$ cat config.mk
export PLATFORM = sky130hd
export DESIGN_NAME = axi4l_cmd_master_flat
export DESIGN_NICKNAME = d
export VERILOG_FILES = /design/src/rtl/axi4l_cmd_master_if.sv /design/src/rtl/axi4l_cmd_master.sv /design/src/flat_wrapper.sv
export SDC_FILE = /design/constraint.sdc
export NUM_CORES = 1
export LEC_CHECK = 0
export CORE_AREA = 2 2 166 127
export CTS_BUF_LIST = sky130_fd_sc_hd__clkbuf_4 sky130_fd_sc_hd__clkbuf_8
export DETAILED_ROUTE_END_ITERATION = 16
export DIE_AREA = 0 0 168 129
export GPL_ROUTABILITY_DRIVEN = 0
export PLACE_DENSITY_LB_ADDON = 0.1
export SLEW_MARGIN = 30
export SYNTH_ARGS = -nofsm -noshare
export SYNTH_HDL_FRONTEND = slang
export SYNTH_SLANG_ARGS = --single-unit
$ cat constraint.sdc
create_clock -name ACLK -period 3.1 [get_ports ACLK]
set_input_delay 0.62 -clock ACLK [delete_from_list [all_inputs] [get_ports ACLK]]
set_output_delay 0.62 -clock ACLK [all_outputs]
set_load 0.05 [all_outputs]
$ cat src/rtl/axi4l_cmd_master_if.sv
// Command/response stream plus AXI4-Lite bus seen by axi4l_cmd_master.
// master = initiator view; slave = requester and responder view.
interface axi4l_cmd_master_if #(
  parameter int unsigned ADDR_W = 8,
  parameter int unsigned DATA_W = 32
);
  localparam int unsigned STRB_W = DATA_W / 8;

  logic              cmd_valid;
  logic              cmd_ready;
  logic              cmd_write;
  logic [ADDR_W-1:0] cmd_addr;
  logic [DATA_W-1:0] cmd_wdata;
  logic [STRB_W-1:0] cmd_wstrb;

  logic              rsp_valid;
  logic              rsp_ready;
  logic              rsp_write;
  logic [1:0]        rsp_resp;
  logic [DATA_W-1:0] rsp_rdata;

  logic [ADDR_W-1:0] AWADDR;
  logic [2:0]        AWPROT;
  logic              AWVALID;
  logic              AWREADY;
  logic [DATA_W-1:0] WDATA;
  logic [STRB_W-1:0] WSTRB;
  logic              WVALID;
  logic              WREADY;
  logic [1:0]        BRESP;
  logic              BVALID;
  logic              BREADY;
  logic [ADDR_W-1:0] ARADDR;
  logic [2:0]        ARPROT;
  logic              ARVALID;
  logic              ARREADY;
  logic [DATA_W-1:0] RDATA;
  logic [1:0]        RRESP;
  logic              RVALID;
  logic              RREADY;

  modport master (
    input  cmd_valid, cmd_write, cmd_addr, cmd_wdata, cmd_wstrb, rsp_ready,
    input  AWREADY, WREADY, BRESP, BVALID, ARREADY, RDATA, RRESP, RVALID,
    output cmd_ready, rsp_valid, rsp_write, rsp_resp, rsp_rdata,
    output AWADDR, AWPROT, AWVALID, WDATA, WSTRB, WVALID, BREADY,
    output ARADDR, ARPROT, ARVALID, RREADY
  );

  modport slave (
    output cmd_valid, cmd_write, cmd_addr, cmd_wdata, cmd_wstrb, rsp_ready,
    output AWREADY, WREADY, BRESP, BVALID, ARREADY, RDATA, RRESP, RVALID,
    input  cmd_ready, rsp_valid, rsp_write, rsp_resp, rsp_rdata,
    input  AWADDR, AWPROT, AWVALID, WDATA, WSTRB, WVALID, BREADY,
    input  ARADDR, ARPROT, ARVALID, RREADY
  );
endinterface

$ cat src/rtl/axi4l_cmd_master.sv
// AXI4-Lite initiator: one outstanding command at a time, with wrapping counters.
// Optional AXI4L_MST_ALIGN_CHECK_EN answers misaligned commands locally with SLVERR.
module axi4l_cmd_master #(
  parameter int unsigned ADDR_W = 8,
  parameter int unsigned DATA_W = 32,
  parameter logic [2:0]  PROT   = 3'b000,
  parameter int unsigned CNT_W  = 16
) (
  input  logic               ACLK,
  input  logic               ARESETN,
  axi4l_cmd_master_if.master bus,
  output logic               busy,
  output logic [CNT_W-1:0]   wr_count,
  output logic [CNT_W-1:0]   rd_count,
  output logic [CNT_W-1:0]   err_count
);
  localparam int unsigned STRB_W = DATA_W / 8;

  typedef enum logic [2:0] {StIdle, StWr, StWrResp, StRd, StRdData, StRsp} state_e;

  state_e            state_q, state_d;
  logic              cmd_ready_q, cmd_ready_d;
  logic              awvalid_q, awvalid_d;
  logic              wvalid_q, wvalid_d;
  logic              bready_q, bready_d;
  logic              arvalid_q, arvalid_d;
  logic              rready_q, rready_d;
  logic [ADDR_W-1:0] addr_q, addr_d;
  logic [DATA_W-1:0] wdata_q, wdata_d;
  logic [STRB_W-1:0] wstrb_q, wstrb_d;
  logic              rsp_valid_q, rsp_valid_d;
  logic              rsp_write_q, rsp_write_d;
  logic [1:0]        rsp_resp_q, rsp_resp_d;
  logic [DATA_W-1:0] rsp_rdata_q, rsp_rdata_d;
  logic [CNT_W-1:0]  wr_cnt_q, wr_cnt_d;
  logic [CNT_W-1:0]  rd_cnt_q, rd_cnt_d;
  logic [CNT_W-1:0]  err_cnt_q, err_cnt_d;
  logic              cmd_fire, rsp_fire, misaligned;

  assign cmd_fire = cmd_ready_q & bus.cmd_valid;
  assign rsp_fire = rsp_valid_q & bus.rsp_ready;

`ifdef AXI4L_MST_ALIGN_CHECK_EN
  assign misaligned = |bus.cmd_addr[1:0];
`else
  assign misaligned = 1'b0;
`endif

  always_comb begin
    state_d     = state_q;
    awvalid_d   = awvalid_q;
    wvalid_d    = wvalid_q;
    bready_d    = bready_q;
    arvalid_d   = arvalid_q;
    rready_d    = rready_q;
    addr_d      = addr_q;
    wdata_d     = wdata_q;
    wstrb_d     = wstrb_q;
    rsp_write_d = rsp_write_q;
    rsp_resp_d  = rsp_resp_q;
    rsp_rdata_d = rsp_rdata_q;
    wr_cnt_d    = wr_cnt_q;
    rd_cnt_d    = rd_cnt_q;
    err_cnt_d   = err_cnt_q;

    unique case (state_q)
      StIdle: begin
        if (cmd_fire) begin
          addr_d      = bus.cmd_addr;
          wdata_d     = bus.cmd_wdata;
          wstrb_d     = bus.cmd_wstrb;
          rsp_write_d = bus.cmd_write;
          if (misaligned) begin
            rsp_resp_d  = 2'b10;
            rsp_rdata_d = '0;
            state_d     = StRsp;
          end else if (bus.cmd_write) begin
            awvalid_d = 1'b1;
            wvalid_d  = 1'b1;
            bready_d  = 1'b1;
            state_d   = StWr;
          end else begin
            arvalid_d = 1'b1;
            rready_d  = 1'b1;
            state_d   = StRd;
          end
        end
      end
      StWr: begin
        if (bus.AWREADY) awvalid_d = 1'b0;
        if (bus.WREADY)  wvalid_d  = 1'b0;
        // Both channels done; take B directly if it shows up in the same cycle.
        if (!awvalid_d && !wvalid_d) begin
          if (bus.BVALID) begin
            rsp_resp_d  = bus.BRESP;
            rsp_rdata_d = '0;
            bready_d    = 1'b0;
            state_d     = StRsp;
          end else begin
            state_d = StWrResp;
          end
        end
      end
      StWrResp: begin
        if (bus.BVALID) begin
          rsp_resp_d  = bus.BRESP;
          rsp_rdata_d = '0;
          bready_d    = 1'b0;
          state_d     = StRsp;
        end
      end
      StRd: begin
        if (bus.ARREADY) begin
          arvalid_d = 1'b0;
          if (bus.RVALID) begin
            rsp_resp_d  = bus.RRESP;
            rsp_rdata_d = bus.RDATA;
            rready_d    = 1'b0;
            state_d     = StRsp;
          end else begin
            state_d = StRdData;
          end
        end
      end
      StRdData: begin
        if (bus.RVALID) begin
          rsp_resp_d  = bus.RRESP;
          rsp_rdata_d = bus.RDATA;
          rready_d    = 1'b0;
          state_d     = StRsp;
        end
      end
      StRsp: begin
        if (rsp_fire) begin
          if (rsp_write_q) wr_cnt_d = wr_cnt_q + CNT_W'(1);
          else             rd_cnt_d = rd_cnt_q + CNT_W'(1);
          if (rsp_resp_q != 2'b00) err_cnt_d = err_cnt_q + CNT_W'(1);
          state_d = StIdle;
        end
      end
      default: state_d = StIdle;
    endcase

    cmd_ready_d = (state_d == StIdle);
    rsp_valid_d = (state_d == StRsp);
  end

  always_ff @(posedge ACLK) begin
    if (!ARESETN) begin
      state_q     <= StIdle;
      cmd_ready_q <= 1'b0;
      awvalid_q   <= 1'b0;
      wvalid_q    <= 1'b0;
      bready_q    <= 1'b0;
      arvalid_q   <= 1'b0;
      rready_q    <= 1'b0;
      addr_q      <= '0;
      wdata_q     <= '0;
      wstrb_q     <= '0;
      rsp_valid_q <= 1'b0;
      rsp_write_q <= 1'b0;
      rsp_resp_q  <= 2'b00;
      rsp_rdata_q <= '0;
      wr_cnt_q    <= '0;
      rd_cnt_q    <= '0;
      err_cnt_q   <= '0;
    end else begin
      state_q     <= state_d;
      cmd_ready_q <= cmd_ready_d;
      awvalid_q   <= awvalid_d;
      wvalid_q    <= wvalid_d;
      bready_q    <= bready_d;
      arvalid_q   <= arvalid_d;
      rready_q    <= rready_d;
      addr_q      <= addr_d;
      wdata_q     <= wdata_d;
      wstrb_q     <= wstrb_d;
      rsp_valid_q <= rsp_valid_d;
      rsp_write_q <= rsp_write_d;
      rsp_resp_q  <= rsp_resp_d;
      rsp_rdata_q <= rsp_rdata_d;
      wr_cnt_q    <= wr_cnt_d;
      rd_cnt_q    <= rd_cnt_d;
      err_cnt_q   <= err_cnt_d;
    end
  end

  assign bus.cmd_ready = cmd_ready_q;
  assign bus.rsp_valid = rsp_valid_q;
  assign bus.rsp_write = rsp_write_q;
  assign bus.rsp_resp  = rsp_resp_q;
  assign bus.rsp_rdata = rsp_rdata_q;
  assign bus.AWADDR    = addr_q;
  assign bus.AWPROT    = PROT;
  assign bus.AWVALID   = awvalid_q;
  assign bus.WDATA     = wdata_q;
  assign bus.WSTRB     = wstrb_q;
  assign bus.WVALID    = wvalid_q;
  assign bus.BREADY    = bready_q;
  assign bus.ARADDR    = addr_q;
  assign bus.ARPROT    = PROT;
  assign bus.ARVALID   = arvalid_q;
  assign bus.RREADY    = rready_q;

  assign busy      = (state_q != StIdle);
  assign wr_count  = wr_cnt_q;
  assign rd_count  = rd_cnt_q;
  assign err_count = err_cnt_q;
endmodule

$ cat src/flat_wrapper.sv
// flat-port wrapper written by rule: the top's interface ports become plain ports
module axi4l_cmd_master_flat 
#(
  parameter int unsigned ADDR_W = 8,
  parameter int unsigned DATA_W = 32,
  parameter logic [2:0]  PROT   = 3'b000,
  parameter int unsigned CNT_W  = 16
)
  (ACLK, ARESETN, busy, wr_count, rd_count, err_count, bus_cmd_valid, bus_cmd_write, bus_cmd_addr, bus_cmd_wdata, bus_cmd_wstrb, bus_rsp_ready, bus_AWREADY, bus_WREADY, bus_BRESP, bus_BVALID, bus_ARREADY, bus_RDATA, bus_RRESP, bus_RVALID, bus_cmd_ready, bus_rsp_valid, bus_rsp_write, bus_rsp_resp, bus_rsp_rdata, bus_AWADDR, bus_AWPROT, bus_AWVALID, bus_WDATA, bus_WSTRB, bus_WVALID, bus_BREADY, bus_ARADDR, bus_ARPROT, bus_ARVALID, bus_RREADY);
  axi4l_cmd_master_if #(.ADDR_W(ADDR_W), .DATA_W(DATA_W)) bus_i ();
  input  logic ACLK;
  input  logic ARESETN;
  output logic busy;
  output logic [CNT_W-1:0] wr_count;
  output logic [CNT_W-1:0] rd_count;
  output logic [CNT_W-1:0] err_count;
  input wire logic [$bits(bus_i.cmd_valid)-1:0] bus_cmd_valid;
  input wire logic [$bits(bus_i.cmd_write)-1:0] bus_cmd_write;
  input wire logic [$bits(bus_i.cmd_addr)-1:0] bus_cmd_addr;
  input wire logic [$bits(bus_i.cmd_wdata)-1:0] bus_cmd_wdata;
  input wire logic [$bits(bus_i.cmd_wstrb)-1:0] bus_cmd_wstrb;
  input wire logic [$bits(bus_i.rsp_ready)-1:0] bus_rsp_ready;
  input wire logic [$bits(bus_i.AWREADY)-1:0] bus_AWREADY;
  input wire logic [$bits(bus_i.WREADY)-1:0] bus_WREADY;
  input wire logic [$bits(bus_i.BRESP)-1:0] bus_BRESP;
  input wire logic [$bits(bus_i.BVALID)-1:0] bus_BVALID;
  input wire logic [$bits(bus_i.ARREADY)-1:0] bus_ARREADY;
  input wire logic [$bits(bus_i.RDATA)-1:0] bus_RDATA;
  input wire logic [$bits(bus_i.RRESP)-1:0] bus_RRESP;
  input wire logic [$bits(bus_i.RVALID)-1:0] bus_RVALID;
  output wire logic [$bits(bus_i.cmd_ready)-1:0] bus_cmd_ready;
  output wire logic [$bits(bus_i.rsp_valid)-1:0] bus_rsp_valid;
  output wire logic [$bits(bus_i.rsp_write)-1:0] bus_rsp_write;
  output wire logic [$bits(bus_i.rsp_resp)-1:0] bus_rsp_resp;
  output wire logic [$bits(bus_i.rsp_rdata)-1:0] bus_rsp_rdata;
  output wire logic [$bits(bus_i.AWADDR)-1:0] bus_AWADDR;
  output wire logic [$bits(bus_i.AWPROT)-1:0] bus_AWPROT;
  output wire logic [$bits(bus_i.AWVALID)-1:0] bus_AWVALID;
  output wire logic [$bits(bus_i.WDATA)-1:0] bus_WDATA;
  output wire logic [$bits(bus_i.WSTRB)-1:0] bus_WSTRB;
  output wire logic [$bits(bus_i.WVALID)-1:0] bus_WVALID;
  output wire logic [$bits(bus_i.BREADY)-1:0] bus_BREADY;
  output wire logic [$bits(bus_i.ARADDR)-1:0] bus_ARADDR;
  output wire logic [$bits(bus_i.ARPROT)-1:0] bus_ARPROT;
  output wire logic [$bits(bus_i.ARVALID)-1:0] bus_ARVALID;
  output wire logic [$bits(bus_i.RREADY)-1:0] bus_RREADY;
  assign bus_i.cmd_valid = bus_cmd_valid;
  assign bus_i.cmd_write = bus_cmd_write;
  assign bus_i.cmd_addr = bus_cmd_addr;
  assign bus_i.cmd_wdata = bus_cmd_wdata;
  assign bus_i.cmd_wstrb = bus_cmd_wstrb;
  assign bus_i.rsp_ready = bus_rsp_ready;
  assign bus_i.AWREADY = bus_AWREADY;
  assign bus_i.WREADY = bus_WREADY;
  assign bus_i.BRESP = bus_BRESP;
  assign bus_i.BVALID = bus_BVALID;
  assign bus_i.ARREADY = bus_ARREADY;
  assign bus_i.RDATA = bus_RDATA;
  assign bus_i.RRESP = bus_RRESP;
  assign bus_i.RVALID = bus_RVALID;
  assign bus_cmd_ready = bus_i.cmd_ready;
  assign bus_rsp_valid = bus_i.rsp_valid;
  assign bus_rsp_write = bus_i.rsp_write;
  assign bus_rsp_resp = bus_i.rsp_resp;
  assign bus_rsp_rdata = bus_i.rsp_rdata;
  assign bus_AWADDR = bus_i.AWADDR;
  assign bus_AWPROT = bus_i.AWPROT;
  assign bus_AWVALID = bus_i.AWVALID;
  assign bus_WDATA = bus_i.WDATA;
  assign bus_WSTRB = bus_i.WSTRB;
  assign bus_WVALID = bus_i.WVALID;
  assign bus_BREADY = bus_i.BREADY;
  assign bus_ARADDR = bus_i.ARADDR;
  assign bus_ARPROT = bus_i.ARPROT;
  assign bus_ARVALID = bus_i.ARVALID;
  assign bus_RREADY = bus_i.RREADY;
  axi4l_cmd_master #(.ADDR_W(ADDR_W), .DATA_W(DATA_W), .PROT(PROT), .CNT_W(CNT_W)) u_core (.ACLK(ACLK), .ARESETN(ARESETN), .bus(bus_i), .busy(busy), .wr_count(wr_count), .rd_count(rd_count), .err_count(err_count));
endmodule
==> results of run 1 <==
## placed cells by master, fill, tap and decap left out, types with 16 or more instances in the layout
cell type,count
o31ai_1,19
nor2_1,23
nand4_1,16
nand2_1,180
dfxtp_1,137
clkbuf_8,19
clkdlybuf4s50_1,231
or4_1,18
a21oi_1,76
mux2i_1,39
## power by group through the flow
stage | clock [mW] | sequential [mW] | combinational, mW
global placement | 0 | 2.08 | 1.78
detailed placement | 0 | 2.08 | 1.77
global route | 1.78 | 2.07 | 1.88
CTS | 1.72 | 2.05 | 1.78
floorplan | 0 | 2.47 | 0.843
finish | 1.66 | 2.04 | 1.75
## cells by family after synthesis
| logic type | Yosys count |
|---|---|
| compound gates | 129 |
| xor+xnor | 15 |
| fa+ha+maj | 3 |
| buf+inv | 65 |
| flops | 137 |
| mux | 40 |
| other cells | 1 |
| simple gates | 313 |
## per-layer routing
metal | share of wire, % | vias to the layer above
met5 | 0 | -
met2 | 41 | 160
li1 | - | 2839
met1 | 47 | 2507
met4 | 0.96 | 0
met3 | 10 | 13
## cell type report
class / count / area (um2)
tap: 258 / 322.8
multi-input combinational: 506 / 2875
clock buffer: 21 / 276.5
sequential: 137 / 2743
fill: 2021 / 11190
timing repair buffer: 241 / 2385
clock inverter: 10 / 167.7
inverter: 7 / 26.28
## path summary, 6_finish.rpt
path / startpoint / cells past startpoint / slack, ns / end
max: u_core.state_q[1] / 2 / 0.32 / busy
max reg2reg: u_core.state_q[2] / 5 / 0.66 / u_core.bus.rsp_rdata[18]
min reg2reg: u_core.bus.WDATA[25] / 2 / 0.45 / u_core.bus.WDATA[25]
min: u_core.bus.WDATA[25] / 2 / 0.45 / u_core.bus.WDATA[25]
## worst min-delay path: cells and delay by family, from the launching register on
family,cells,cell delay (ns)
flip-flops,1,0.31
AO/OA/AOI/OAI,1,0.05
AND/OR/NAND/NOR,1,0.05
## metrics by stage
step / instance area, um2 / cells
6_report: 8796 / 1180
5_1_grt: 8796 / 1180
2_1_floorplan: 5942 / 708
4_1_cts: 8796 / 1180
3_3_place_gp: 8352 / 1149
3_5_place_dp: 8352 / 1149
## sequential cells by signal (all words and copies together) (netlist names)
register and count:
u_core.bus.ARADDR 8, u_core.bus.AWVALID 1, u_core.bus.BREADY 1, u_core.bus.WSTRB 4, u_core.bus.RREADY 1, u_core.bus.cmd_ready 1, u_core.rd_count 16, u_core.bus.WDATA 32
u_core.bus.rsp_write 1, u_core.bus.ARVALID 1, u_core.state_q 3, u_core.bus.rsp_rdata 32, u_core.err_count 16, u_core.bus.WVALID 1, u_core.bus.rsp_valid 1, u_core.bus.rsp_resp 2
u_core.wr_count 16
==> metrics.md, run 1 <==
| Metric | Value |
|---|---|
| Final worst slack | 0.3197 ns |
| Final setup viols | 0 |
| Initial drt markers | 237 |
| Layout area overhead | 48.50% |
| CTS buffer count | 17 |
| Synth unique cells | 53 |
| Mux share of post-synthesis cell area | 6.781% |
| Sw frac | 36.05% |
| XOR/XNOR Fraction of Synth Area | 2.218% |
| Register share of total power | 37.4% |
| Number of diodes | 0 |
| Synth Cell Area | 0.005923 mm2 |
| Global-route wire length before repair | 27660 um |
| Skew final | 0.01515 ns |
| CTS Hold Bufs | 0 |
| Layout cells sized above 1 | 5.206% |
| Main combinational cell family by area after synthesis | simple AND/OR/NAND/NOR gates |
| Final Slew Violations | 0 |
| Clk sinks | 137 |
| Post-synth EDFFs | 0 |
| Grt met3 use | 8.121% |
| Synth warn | 0 |
| Synth cell count leaders | nand2_1 (180), dfxtp_1 (137), a21oi_1 (77) |
| Initial Util | 29.63% |
| RSZ-0062 raised after global routing | false |
| DP Wirelength | 12190 um |
| Worst EP required | 2.48 ns |
| Mean Syn Cell Area | 8.426 um2 |
| Gr usage total | 16.20% |
| Area of the die | 0.02167 mm2 |
| Largest net degree at the start of global routing | 48 |
| CP Max Fanout | 17 |
| Pre-CTS setup slack | 0.4850 ns |
| Fmax | 359.7 MHz |
| Worst Tran Pin Value | 0.5893 ns |
| Pint | 3.491 mW |
| Outcome | finished clean |
| Post-cts sizing count | 0 |
| Via/cell ratio | 4.677 |
| CP top delay family | buffers and inverters |
| Final Critical Period | 2.780 ns |
| Post-synth ARST share | 0% |
| PD cells | 620.6 mW/mm2 |
| P_sw | 1.968 mW |
| Register area share after synthesis | 46.30% |
| Htree depth | 4 |
| Slowest cell on crit path | clkdlybuf4s50_1 |
| Post-CTS setup buffers | 0 |
| Compound-Gate Fraction of Synth Area | 12.80% |
| VDD IR-drop max | 0.0002971 V |
| I/O pin count | 239 |
| Die height | 129 um |
| Max_slew headroom | 60.66% |
| Total power | 5.459 mW |
| Final Hold Fails | 0 |
| GR Overflow Total | 0 |
| Startpoint Class | flip-flop |
| CP Capture Type | primary output |
| Clock power share | 30.5% |
| Syn Inst Count | 703 |
| Yosys reg bits | 137 |
| Final Core Density | 44.01% |
| Via count | 5519 |
| Post-Synth Adder-Cell Area | 0.6337% |
| MaxCap Viol Count | 0 |
| Routed length per placed instance | 15.11 um |
| Post-synth top area share | 46.30% |
| Leakage | 3.154 nW |
| CP arrival | 2.16 ns |
| CP Cell Sequence | or3_1 > clkdlybuf4s50_1 |
| Global routing usage on met1 | 21.26% |
| Grt met2 use | 23.31% |
| DRT antenna net count | 0 |
| Total routed wirelength | 17830 um |
| WP buf/inv | 1 |
| Site row count | 45 |
| Initial antenna violation count | 0 |
| Root buffer cell | clkbuf_8 |
| Synth top area cells | dfxtp_1 (46%), nand2_1 (11%), mux2i_1 (6.6%) |
| Kind of critical path | reg -> out |
| Setup TNS | 0 ns |
| Vias in the first global route | 5158 |
| TritonCTS clock tree | built |
| Core area | 0.01999 mm2 |
| Busiest grt layer | met2 |
| Clk Latency, worst-skew pair | 0.44 ns |
| Hold Crit Class | reg -> reg |
| Hold Slack | 0.4545 ns |
| Fin crit share | 89.69% |
| Simple-gate share of the synthesized area | 25.54% |
| Maximum root-to-sink buffer count | 2 |
| Yosys top cell by area | dfxtp_1 |
| DIE WIDTH | 168 um |
| Worst-path clk slew | 0.08 ns |
| First-pass DRT Iterations | 4 |
| Top-count cell post-synth | nand2_1 |
| Gate power share | 32.1% |
| Slowest stage delay, CP | 0.83 ns |
| Ys flop type | dfxtp_1 |
| DRC errors left | 0 |
| Final #Nets | 1003 |
| Port Buffers | 232 |
Power figures use the tool's default switching activity.
==> run 2, diff against run 1 <==
- CORE_AREA: 2 2 166 127 -> 3 3 167 128
- CTS_BUF_LIST: sky130_fd_sc_hd__clkbuf_4 sky130_fd_sc_hd__clkbuf_8 -> sky130_fd_sc_hd__clkbuf_16
- DIE_AREA: 0 0 168 129 -> 0 0 170 131
- HOLD_SLACK_MARGIN: unset -> 0.12
==> metrics.md, run 2 (same netlist as run 1, synthesis figures left out) <==
| Metric | Value |
|---|---|
| Hold Crit Class | reg -> reg |
| DRC errors left | 0 (unchanged) |
| Clk Latency, worst-skew pair | 0.42 ns (-0.02 ns) |
| CP Max Fanout | 15 (-2) |
| CP Cell Sequence | buf_4 > or3_1 > clkdlybuf4s50_1 |
| Clk sinks | 137 (unchanged) |
| Post-cts sizing count | 0 (unchanged) |
| Global-route wire length before repair | 27770 um (+0.42%) |
| Gr usage total | 15.65% (-0.55 points) |
| Worst-path clk slew | 0.06 ns (-0.02 ns) |
| Die height | 131 um (+1.6%) |
| Non-filler cells, final | 1184 (+0.34%) |
| Number of diodes | 0 (unchanged) |
| Final Slew Violations | 0 (unchanged) |
| Worst EP required | 2.48 ns (about the same) |
| Initial antenna violation count | 0 (unchanged) |
| Layout area overhead | 51.65% |
| I/O pin count | 239 (unchanged) |
| Htree depth | 4 (unchanged) |
| Max_slew headroom | 58.91% (-1.8 points) |
| Vias in the first global route | 5174 (+0.31%) |
| Fmax | 379.6 MHz (+5.5%) |
| TritonCTS clock tree | built |
| First-pass DRT Iterations | 4 (unchanged) |
| Total routed wirelength | 17750 um (-0.42%) |
| Final Core Density | 44.81% (+0.81 points) |
| CTS buffer count | 17 (unchanged) |
| Maximum root-to-sink buffer count | 2 (unchanged) |
| RSZ-0062 raised after global routing | false |
| Port Buffers | 232 (unchanged) |
| MaxCap Viol Count | 0 (unchanged) |
| Routed length per placed instance | 14.99 um (-0.76%) |
| Most frequent cells in the layout | clkdlybuf4s50_1 (231), nand2_1 (180), dfxtp_1 (137), a21oi_1 (76), mux2i_1 (39) |
| VDD IR-drop max | 0.0003233 V (+8.8%) |
| Post-route cell area | 0.008982 mm2 (+2.1%) |
| CP top delay family | buffers and inverters |
| Outcome | finished clean |
| DIE WIDTH | 170 um (+1.2%) |
| Final #Nets | 1006 (+0.30%) |
| Skew final | 0.01074 ns (-0.004409 ns) |
| Final setup viols | 0 (unchanged) |
| Largest net degree at the start of global routing | 96 (+100%) |
| Via/cell ratio | 4.716 (+0.84%) |
| Via count | 5584 (+1.2%) |
| Setup TNS | 0 ns (unchanged) |
| Filler cell count | 2009 (-0.59%) |
| Initial Util | 29.55% (-0.083 points) |
| Kind of critical path | reg -> out |
| Slowest cell on crit path | clkdlybuf4s50_1 |
| Layout cells sized above 1 | 5.292% (+0.086 points) |
| PD cells | 648.1 mW/mm2 (+4.4%) |
| Root buffer cell | clkbuf_16 |
| Area of the die | 0.02227 mm2 (+2.8%) |
| WP buf/inv | 2 (+1) |
| Leakage | 3.234 nW (+2.5%) |
| Startpoint Class | flip-flop |
| Final Hold Fails | 0 (unchanged) |
| Fin crit share | 84.98% (-4.7 points) |
| Cells after DPL | 1152 (+0.26%) |
| Worst Tran Pin Value | 0.6164 ns (+0.02710 ns) |
| Core area | 0.02004 mm2 (+0.28%) |
| CTS Hold Bufs | 0 (unchanged) |
| DP Wirelength | 12230 um (+0.25%) |
| Slowest stage delay, CP | 0.72 ns (-0.11 ns) |
| GR Overflow Total | 0 (unchanged) |
| Site row count | 45 (unchanged) |
| CP Capture Type | primary output |
| DRT antenna net count | 0 (unchanged) |
| Final Critical Period | 2.634 ns (-0.1460 ns) |
| Hold Slack | 0.4499 ns (-0.004569 ns) |
| Placed Area | 0.008409 mm2 (+0.69%) |
| Commonest non-fill, non-tap cell in the layout | clkdlybuf4s50_1 |
| Post-CTS setup buffers | 0 (unchanged) |
| CP arrival | 2.01 ns (-0.15 ns) |
| Initial drt markers | 283 (+19%) |
-- run 2: worst paths after layout --
| kind | startpoint | end | slack, ns | cells past startpoint |
|---|---|---|---|---|
| worst max register to register | u_core.state_q[0] | u_core.err_count[14] | 0.96 | 5 |
| worst min-delay path | u_core.bus.WDATA[2] | u_core.bus.WDATA[2] | 0.45 | 2 |
| worst max-delay path | u_core.state_q[2] | busy | 0.47 | 3 |
| worst min register to register | u_core.bus.WDATA[2] | u_core.bus.WDATA[2] | 0.45 | 2 |
-- run 2: area by class of cell --
type / count / area, um2 / area share (%)
sequential: 137 / 2743 / 30.53
clock buffer: 17 / 425.4 / 4.736
inverter: 7 / 26.28 / 0.2925
multi-input combinational: 506 / 2885 / 32.12
timing repair buffer: 244 / 2432 / 27.08
clock inverter: 15 / 147.6 / 1.644
tap: 258 / 322.8 / 3.594
-- run 2: metrics by stage --
| step | total power [mW] | setup WS (ns) |
|---|---|---|
| 5_1_grt | 6.110 | 0.3984 |
| 2_1_floorplan | 3.317 | 0.9781 |
| 4_1_cts | 5.928 | 0.4283 |
| 3_3_place_gp | 3.897 | 0.3764 |
| 3_5_place_dp | 3.895 | 0.4605 |
| 6_report | 5.821 | 0.4656 |
-- run 2: worst min-delay path, stage by stage (launching register included) --
cell and delay [ns]:
dfxtp_1 0.30, nand2_1 0.05, a21oi_1 0.05
-- run 2: metal layers --
metal  routed length (um)  GRT usage (%)  part of all wire, %  vias to the layer above
li1                     -              -                    -                     2847
met1                 8436          20.69                   48                     2560
met2                 7377          22.64                   42                      168
met3                 1794          7.579                   10                        9
met4                  142          4.673                 0.80                        0
met5                    0              0                    0                        -
-- run 2: report_power, final --
group / total [mW] / internal (mW) / switching (mW) / leakage [nW]
clock: 1.99 / 1.18 / 0.805 / 0.277
sequential: 2.01 / 1.90 / 0.110 / 1.11
combinational: 1.82 / 0.680 / 1.14 / 1.85
==> run 3, diff against run 2 <==
- clock period: 3.1 -> 2.7 ns (I/O delays scaled with it)
==> metrics.md, run 3 (same netlist as run 1, synthesis figures left out) <==
| Metric | Value |
|---|---|
| RSZ-0062 raised after global routing | false |
| Clk Latency, worst-skew pair | 0.42 ns (about the same) |
| Layout area overhead | 52.24% |
| Hold Slack | 0.4514 ns (+0.001447 ns) |
| Vias in the first global route | 5104 (-1.4%) |
| GR Overflow Total | 0 (unchanged) |
| Post-route cell area | 0.009017 mm2 (+0.39%) |
| Slowest cell on crit path | clkdlybuf4s50_1 |
| Final worst slack | 0.1983 ns (-0.2673 ns) |
| Final Hold Fails | 0 (unchanged) |
| RR Startpoint | u_core.state_q[2] |
| Kind of critical path | reg -> out |
| R2R Setup Slk | 0.64 ns (-0.32 ns) |
| Leakage | 3.255 nW (+0.66%) |
| Layout cells sized above 1 | 5.616% (+0.32 points) |
| Setup TNS | 0 ns (unchanged) |
| CP Max Fanout | 11 (-4) |
| DRT antenna net count | 0 (unchanged) |
| Via count | 5568 (-0.29%) |
| Clk sinks | 137 (unchanged) |
| Final Core Density | 44.99% (+0.17 points) |
| Worst EP required | 2.16 ns (-0.32 ns) |
| Core area | 0.02004 mm2 (unchanged) |
| Htree depth | 4 (unchanged) |
| I/O pin count | 239 (unchanged) |
| Total routed wirelength | 17600 um (-0.82%) |
| DRC errors left | 0 (unchanged) |
| Global-route wire length before repair | 27810 um (+0.13%) |
| CTS buffer count | 17 (unchanged) |
| CTS Hold Bufs | 0 (unchanged) |
| Final Critical Period | 2.502 ns |
| Number of diodes | 0 (unchanged) |
| Final setup viols | 0 (unchanged) |
| Startpoint Class | flip-flop |
| WP buf/inv | 1 (-1) |
| Max_slew headroom | 61.34% (+2.4 points) |
| Root buffer cell | clkbuf_16 |
| Hold Crit Class | reg -> reg |
| Fmax | 399.7 MHz |
| Worst-path clk slew | 0.06 ns (about the same) |
| Placed Area | 0.008419 mm2 (+0.12%) |
| Site row count | 45 (unchanged) |
| Worst Tran Pin Value | 0.5781 ns (-0.03827 ns) |
| Most frequent cells in the layout | clkdlybuf4s50_1 (231), nand2_1 (180), dfxtp_1 (137), a21oi_1 (76), mux2i_1 (39) |
| MaxCap Viol Count | 0 (unchanged) |
| CP Cell Sequence | or3_1 > clkdlybuf4s50_1 |
| VDD IR-drop max | 0.0003211 V (-0.68%) |
| Hold path start | u_core.bus.WDATA[3] |
| Final #Nets | 1007 (+0.099%) |
| Largest net degree at the start of global routing | 48 (-50%) |
| Maximum root-to-sink buffer count | 2 (unchanged) |
| Die height | 131 um (unchanged) |
| Commonest non-fill, non-tap cell in the layout | clkdlybuf4s50_1 |
| Area of the die | 0.02227 mm2 (unchanged) |
| TritonCTS clock tree | built |
| Fin crit share | 92.65% |
| CP arrival | 1.96 ns (-0.05 ns) |
| Post-cts sizing count | 0 (unchanged) |
| DP Wirelength | 12330 um (+0.85%) |
| Setup crit start | u_core.state_q[2] |
| Initial antenna violation count | 0 (unchanged) |
| First-pass DRT Iterations | 5 (+1) |
| CP Capture Type | primary output |
| Skew final | 0.009180 ns (-0.001559 ns) |
| Via/cell ratio | 4.703 (-0.29%) |
| Pre-CTS setup slack | 0.2422 ns (-0.2184 ns) |
| PD cells | 754.1 mW/mm2 (+16%) |
| Routed length per placed instance | 14.87 um (-0.82%) |
| Slowest stage delay, CP | 0.73 ns (about the same) |
| Gr usage total | 15.59% (-0.055 points) |
| Initial Util | 29.55% (unchanged) |
| CP top delay family | buffers and inverters |
| Initial drt markers | 311 (+9.9%) |
| DIE WIDTH | 170 um (unchanged) |
| Outcome | finished clean |
| Final Slew Violations | 0 (unchanged) |
| Post-CTS setup buffers | 0 (unchanged) |
| Port Buffers | 232 (unchanged) |
-- run 3: final timing paths --
check	cells after the start	to
worst min-delay path	2	u_core.bus.WDATA[3]
worst min register to register	2	u_core.bus.WDATA[3]
worst max-delay path	2	busy
worst max register to register	4	u_core.err_count[14]
-- run 3: per-stage QoR --
step / power (mW) / std cells
4_1_cts: 6.913 / 1184
3_3_place_gp: 4.482 / 1153
2_1_floorplan: 3.809 / 708
3_5_place_dp: 4.479 / 1153
6_report: 6.800 / 1184
5_1_grt: 7.150 / 1184
-- run 3: worst register-to-register path, delay by kind of cell (launching register included) --
family	cells	cell delay, ns
AND/OR/NAND/NOR	3	1.32
flip-flops	1	0.53
AO/OA/AOI/OAI	1	0.14
-- run 3: final cells by class --
type | instances | area (um2)
repair buffers | 245 | 2452
inverters | 7 | 26.28
flip-flops and latches | 137 | 2743
well taps | 258 | 322.8
clock buffers | 17 | 425.4
fillers | 2010 | 11030
clock inverters | 14 | 172.7
multi-input cells | 506 | 2875
-- run 3: where the power goes --
group	internal [mW]	switching, mW
Sequential	2.19	0.126
Combinational	0.791	1.30
Clock	1.45	0.938
-- run 3: per-layer routing --
| layer | GRT usage, % | vias up | share of wire, % |
|---|---|---|---|
| met5 | 0 | - | 0 |
| met4 | 4.673 | 0 | 1.1 |
| met3 | 7.008 | 17 | 9.2 |
| met2 | 21.93 | 167 | 42 |
| met1 | 21.44 | 2542 | 48 |
| li1 | - | 2842 | - |
